## src/rtl/freq_display_scan_if.sv

```systemverilog
// Bus between the latched frequency-meter result and the display scanner.
// Carries the eight BCD digits and the display enable toward the scanner,
// and the multiplexed anode/segment drive back out toward the pins.
interface freq_display_scan_if;
    logic [3:0] d0;
    logic [3:0] d1;
    logic [3:0] d2;
    logic [3:0] d3;
    logic [3:0] d4;
    logic [3:0] d5;
    logic [3:0] d6;
    logic [3:0] d7;
    logic       disp_en;
    logic [7:0] an;
    logic [7:0] seg;

    modport master (
        output d0, d1, d2, d3, d4, d5, d6, d7, disp_en,
        input  an, seg
    );

    modport slave (
        input  d0, d1, d2, d3, d4, d5, d6, d7, disp_en,
        output an, seg
    );
endinterface

```

## src/rtl/freq_display_scan.sv

```systemverilog
// Eight-digit multiplexed common-anode 7-segment driver for the frequency
// meter. Digits are captured into a shadow register once per scan frame so a
// frame never mixes old and new readings; leading zeros may be blanked and
// non-BCD codes are shown as a dash.
module freq_display_scan #(
    parameter int SCAN_DIV   = 50000,
    parameter int BLANK_LEAD = 1
) (
    input logic                 clk,
    input logic                 rst_n,
    freq_display_scan_if.slave  bus
);

    localparam int PW = (SCAN_DIV > 2) ? $clog2(SCAN_DIV) : 1;

    logic [PW-1:0]       presc;
    logic                tick;
    logic [2:0]          idx;
    logic [7:0][3:0]     shadow;
    logic [7:0][3:0]     digits_in;
    logic [7:0]          blank;
    logic                higher_nz;

    assign digits_in = {bus.d7, bus.d6, bus.d5, bus.d4,
                        bus.d3, bus.d2, bus.d1, bus.d0};

    assign tick = (presc == PW'(SCAN_DIV - 1));

    // Active-low segment pattern for one digit; codes above 9 show a dash.
    function automatic logic [7:0] seg_code(input logic [3:0] v);
        logic [7:0] s;
        case (v)
            4'd0:    s = 8'hC0;
            4'd1:    s = 8'hF9;
            4'd2:    s = 8'hA4;
            4'd3:    s = 8'hB0;
            4'd4:    s = 8'h99;
            4'd5:    s = 8'h92;
            4'd6:    s = 8'h82;
            4'd7:    s = 8'hF8;
            4'd8:    s = 8'h80;
            4'd9:    s = 8'h90;
            default: s = 8'hBF;
        endcase
        return s;
    endfunction

    // Prescaler, digit index and frame-boundary shadow capture.
    always_ff @(posedge clk or negedge rst_n) begin
        if (!rst_n) begin
            presc  <= '0;
            idx    <= 3'd0;
            shadow <= '0;
        end else if (tick) begin
            presc <= '0;
            idx   <= idx + 3'd1;
            if (idx == 3'd7) begin
                shadow <= digits_in;
            end
        end else begin
            presc <= presc + PW'(1);
        end
    end

    // A digit is blank when it and every more significant digit are zero.
    always_comb begin
        blank     = '0;
        higher_nz = 1'b0;
        for (int k = 7; k >= 1; k--) begin
            higher_nz = higher_nz | (shadow[k] != 4'd0);
            blank[k]  = (BLANK_LEAD != 0) && !higher_nz;
        end
    end

    // Anode and segment registers move together so no ghost digit appears.
    always_ff @(posedge clk or negedge rst_n) begin
        if (!rst_n) begin
            bus.an  <= 8'hFF;
            bus.seg <= 8'hFF;
        end else if (!bus.disp_en) begin
            bus.an  <= 8'hFF;
            bus.seg <= 8'hFF;
        end else begin
            bus.an  <= ~(8'b1 << idx);
            bus.seg <= blank[idx] ? 8'hFF : seg_code(shadow[idx]);
        end
    end

endmodule

```

## src/flat_wrapper.sv

```systemverilog
// flat-port wrapper written by rule: the top's interface ports become plain ports
module freq_display_scan_flat 
#(
    parameter int SCAN_DIV   = 50000,
    parameter int BLANK_LEAD = 1
)
  (clk, rst_n, bus_d0, bus_d1, bus_d2, bus_d3, bus_d4, bus_d5, bus_d6, bus_d7, bus_disp_en, bus_an, bus_seg);
  freq_display_scan_if bus_i ();
  input logic clk;
  input logic rst_n;
  input wire logic [$bits(bus_i.d0)-1:0] bus_d0;
  input wire logic [$bits(bus_i.d1)-1:0] bus_d1;
  input wire logic [$bits(bus_i.d2)-1:0] bus_d2;
  input wire logic [$bits(bus_i.d3)-1:0] bus_d3;
  input wire logic [$bits(bus_i.d4)-1:0] bus_d4;
  input wire logic [$bits(bus_i.d5)-1:0] bus_d5;
  input wire logic [$bits(bus_i.d6)-1:0] bus_d6;
  input wire logic [$bits(bus_i.d7)-1:0] bus_d7;
  input wire logic [$bits(bus_i.disp_en)-1:0] bus_disp_en;
  output wire logic [$bits(bus_i.an)-1:0] bus_an;
  output wire logic [$bits(bus_i.seg)-1:0] bus_seg;
  assign bus_i.d0 = bus_d0;
  assign bus_i.d1 = bus_d1;
  assign bus_i.d2 = bus_d2;
  assign bus_i.d3 = bus_d3;
  assign bus_i.d4 = bus_d4;
  assign bus_i.d5 = bus_d5;
  assign bus_i.d6 = bus_d6;
  assign bus_i.d7 = bus_d7;
  assign bus_i.disp_en = bus_disp_en;
  assign bus_an = bus_i.an;
  assign bus_seg = bus_i.seg;
  freq_display_scan #(.SCAN_DIV(SCAN_DIV), .BLANK_LEAD(BLANK_LEAD)) u_core (.clk(clk), .rst_n(rst_n), .bus(bus_i));
endmodule
```

## config.mk

```make
export PLATFORM = sky130hd
export DESIGN_NAME = freq_display_scan_flat
export DESIGN_NICKNAME = d
export VERILOG_FILES = /design/src/rtl/freq_display_scan_if.sv /design/src/rtl/freq_display_scan.sv /design/src/flat_wrapper.sv
export SDC_FILE = /design/constraint.sdc
export NUM_CORES = 1
export LEC_CHECK = 0
export ABC_AREA = 1
export CAP_MARGIN = 15
export CORE_MARGIN = 3
export CORE_UTILIZATION = 40
export DETAILED_ROUTE_END_ITERATION = 8
export PLACE_DENSITY_LB_ADDON = 0.25
export SLEW_MARGIN = 10
export SYNTH_ARGS = -nofsm -noshare
export SYNTH_HDL_FRONTEND = slang
export SYNTH_SLANG_ARGS = --single-unit
```

## constraint.sdc

```tcl
create_clock -name clk -period 4.5 [get_ports clk]
set_input_delay 0.675 -clock clk [delete_from_list [all_inputs] [get_ports clk]]
set_output_delay 0.675 -clock clk [all_outputs]
set_load 0.1 [all_outputs]
```

==> qor_table.md <==
| Step | Parameter | Reported |
| --- | --- | --- |
| status | Result of the run | finished clean |
| route | Pre-Repair DR Iteration Count | 5 |
| cts | Number of hold-repair buffers added at the cts stage | 0 |
| cts | Clock slew seen by the registers of the worst setup and hold paths | 0.08 ns |
| power and ir drop | Net Sw Frac | 0.2207 |
| power and ir drop | Maximum ir drop on the vdd rail | 152.3 µV |
| placement | Final HPWL DP | 5160 µm |
| critical path | Cell count along the critical path | 1 |
| timing | Period Utilization, post-route | 0.5928 |
| placement | IO buf count | 49 |
| power and ir drop | Design internal power | 0.9261 mW |
| synthesis | Number of flops mapped to enable cells by yosys | 0 |
| cts | Number of buffers on the longest clock path | 2 |
| global routing | Initial antenna violation count | 0 |
| critical path | Critical Path Sink | bus_an[6] |
| power and ir drop | Leakage component of the power | 2.229 nW |
| critical path | Arrival time reported for the critical path endpoint | 1.99 ns |
| critical path | Biggest fanout along the worst timing path | 1 |
| synthesis | Post-Syn Instances | 448 |
| synthesis | Count of synthesis-stage warnings from yosys | 0 |
| power and ir drop | Share of power burned in registers | 0.501 |
| critical path | Reg2Reg Launch Point | u_core.idx[0] |
| cts | Post-CTS Resized | 0 |
| timing | Maximum operating frequency | 0.3749 GHz |
| cells and area | Top library cells by usage in the layout, fill and taps aside | sky130_fd_sc_hd__nand2_1 (100), sky130_fd_sc_hd__inv_1 (75), sky130_fd_sc_hd__dfrtp_1 (51), sky130_fd_sc_hd__nand3_1 (50), sky130_fd_sc_hd__clkdlybuf4s50_1 (48) |
| floorplanning | Core area | 8806 µm² |
| cts | Library cell used as clock root buffer | sky130_fd_sc_hd__clkbuf_8 |
| power and ir drop | Fraction of power consumed by combinational cells | 0.054 |
| synthesis | Synthesized area per cell | 8.177 µm² |
| critical path | Family with the most delay on the worst path | buffers and inverters |
| route | Vias/cell | 4.642 |
| timing | Number of setup violations in the final report | 0 |
| cells and area | Layout Nets | 543 |
| floorplanning | X dimension of the die | 101.7 µm |
| critical path | R2r setup slk | 1.94 ns |
| cells and area | Number of diodes added for antenna fixing | 0 |
| critical path | Slowest library cell on the worst path | sky130_fd_sc_hd__clkdlybuf4s50_1 |
| critical path | Type of the setup path with the least slack | reg -> out |
| floorplanning | Y dimension of the die | 101.7 µm |
| timing | Least-Margin Pin Slew | 0.9810 ns |
| synthesis | Most used flip-flop cell after synthesis | sky130_fd_sc_hd__dfrtp_1 |
| cells and area | Share of cells above drive strength 1 | 0.1876 |
| timing | Unrepaired setup endpoints after global routing | no |
| floorplanning | Die ar. | 10,340 µm² |
| critical path | Endpoint type of the worst setup path | output pin |
| timing | Fin. Hold Viols | 0 |
| critical path | Buf+Inv Stages, Crit Path | 1 |
| synthesis | Synth Cell Area | 3664 µm² |
| global routing | Total congestion overflow | 0 |
| worst hold path | Worst hold path type | in -> async |
| cells and area | Synth-to-Final Area Change | 19.74% |
| cts | Source-to-sink clock delay at the later pin of the worst-skew pair | 0.35 ns |
| power and ir drop | Sum of internal, switching and leakage power | 1.188 mW |
| critical path | Crit path required time | 3.83 ns |
| critical path | Kind of start point of the critical path | flip-flop |
| cells and area | Commonest non-fill, non-tap cell in the layout | sky130_fd_sc_hd__nand2_1 |
| timing | Number of max-slew violations in the final report | 0 |
| timing | Worst max-slew margin expressed relative to the limit | 0.3440 |
| timing | Setup Skew | 0.01143 ns |
| synthesis | Synth async-reset ratio | 1.000 |
| cells and area | Fillcell total | 848 |
| run | Number of max-capacitance violations reported | 0 |
| global routing | Wire length of the first global-routing pass | 12,430 µm |
| cts | H-tree levels | 3 |
| cts | Sink Count | 66 |
| floorplanning | Number of cell rows | 34 |
| placement | Final weighted congestion in routability-driven placement | 0.8584 |
| synthesis | Net count of the mapped netlist | 495 |
| route | Final routed wirelength across all metal layers | 7231 µm |
| global routing | Global Route Usage Sum | 0.1522 |
| power and ir drop | Pwr/cell area | 270.9 nW/µm² |
| critical path | Peak per-stage delay on the critical path | 1.13 ns |
| route | Number of vias after detailed routing | 2,827 |
| cts | CTS buffer count | 9 |
| route | Violation count after the first detailed-route iteration | 198 |
| critical path | Start point of the critical path | u_core.bus.an[6] |
| route | Number of antenna-violating nets in the routed design | 0 |
| synthesis | Sequential element share of the synthesized area | 0.4559 |
| floorplanning | Ports | 51 |
| timing | Min cycle time layout | 2.668 ns |
| route | Remaining DRCs | 0 |
| critical path | List of cells traversed by the critical path | clkdlybuf4s50_1 |
| power and ir drop | Clock network power share | 0.445 |
| synthesis | Number of distinct library cells after synthesis | 30 |
| global routing | Via count of the first global-routing pass | 2,689 |
| floorplanning | Initial Utilization | 0.4160 |
| power and ir drop | Net switching power figure | 0.2622 mW |
| route | WL per Instance | 11.87 µm |
| critical path | Path depth of the worst reg2reg path | 5 |
| timing | Setup TNS Final | 0 ns |
| cts | CTS tree | yes |
| cts | Post-CTS setup buffer count | 0 |
| synthesis | Number of synthesized register bits | 66 |
| global routing | Largest net degree at the start of global routing | 65 |
| critical path | Terminus of the critical flop-to-flop path | u_core.shadow[0] |
-- cells by family (layout without fill, tap and decap cells) --
group	after synthesis	in the layout	synth area share
buffers and inverters	96	149	0.1158
DFF	66	66	0.4559
xor gates and xnor gates	7	7	0.01674
other	1	1	0.001024
AOI/OAI and AO/OA	45	45	0.09631
adders and majority gates	12	12	0.04098
and+or+nand+nor	221	221	0.2732
-- power by group through the flow --
stage	clock (mW)	sequential (mW)	combinational, mW
CTS	0.536	0.595	0.0661
finish	0.529	0.595	0.0642
detailed placement	0	0.606	0.0662
global route	0.562	0.595	0.0709
global placement	0	0.606	0.0657
floorplan	0	0.614	0.0149
-- how the worst min path moves through the flow --
| stage | from | to | slack [ns] | cells past startpoint |
|---|---|---|---|---|
| 2_1_floorplan | rst_n | u_core.idx[0] | 0.38 | 0 |
| 3_3_place_gp | u_core.presc[0] | u_core.presc[0] | 0.45 | 1 |
| 3_5_place_dp | u_core.presc[0] | u_core.presc[0] | 0.46 | 1 |
| 4_1_cts | rst_n | u_core.shadow[24] | 0.38 | 1 |
| 5_1_grt | rst_n | u_core.shadow[24] | 0.43 | 1 |
| 6_report | rst_n | u_core.shadow[20] | 0.37 | 1 |
-- flip-flops by register name, indices dropped and copies added (netlist names) --
register	cells
u_core.bus.an	8
u_core.idx	3
u_core.shadow	32
u_core.bus.seg	7
u_core.presc	16
-- per-stage QoR --
stage	std cells	utilization	setup WS [ns]	hold WS, ns	area (µm²)
final	609	0.4982	1.832	0.3686	4387
after global routing	609	0.4982	1.643	0.4304	4387
after floorplan	448	-	2.822	0.3794	3664
after global placement	593	0.4746	2.057	0.4488	4179
after CTS	609	0.4982	1.816	0.3828	4387
after detailed placement	593	0.4746	1.943	0.4613	4179
-- synthesized netlist by cell type (6+ instances only) --
master,count,area [µm²]
sky130_fd_sc_hd__nor2_1,38,142.6
sky130_fd_sc_hd__buf_6,7,78.83
sky130_fd_sc_hd__inv_2,7,26.28
sky130_fd_sc_hd__dfrtp_1,51,1276
sky130_fd_sc_hd__nor3_1,7,35.03
sky130_fd_sc_hd__o21ai_2,32,280.3
sky130_fd_sc_hd__dfstp_2,15,394.1
sky130_fd_sc_hd__o21ai_0,6,30.03
sky130_fd_sc_hd__xor2_1,6,52.55
sky130_fd_sc_hd__inv_1,75,281.5
sky130_fd_sc_hd__ha_1,12,150.1
sky130_fd_sc_hd__nand2_1,100,375.4
sky130_fd_sc_hd__nand3_1,50,250.2
sky130_fd_sc_hd__nand2_2,19,118.9
-- routing by layer --
| layer | vias to the layer above | share of wire | GRT usage |
|---|---|---|---|
| met5 | - | 0 | 0 |
| met3 | 7 | 0.054 | 0.02893 |
| li1 | 1474 | - | - |
| met2 | 67 | 0.45 | 0.2299 |
| met1 | 1279 | 0.49 | 0.2135 |
| met4 | 0 | 0.0094 | 0.06544 |
-- layout make-up --
| cell class | instances | area [µm²] | share of cell area |
|---|---|---|---|
| inverter | 83 | 311.5 | 0.07102 |
| timing repair buffer | 50 | 493.0 | 0.1124 |
| tap | 108 | 135.1 | 0.03080 |
| clock inverter | 2 | 35.03 | 0.007986 |
| multi-input combinational | 286 | 1569 | 0.3577 |
| sequential | 66 | 1670 | 0.3808 |
| clock buffer | 14 | 172.7 | 0.03936 |
-- worst reg2reg max path: cells and delay by family (launching register included) --
family,cells,cell delay (ns)
and+or+nand+nor,2,1.02
adders and majority gates,2,0.51
AOI/OAI and AO/OA,1,0.08
DFF,1,0.81
Note: power is estimated with default switching activity, not from simulation.
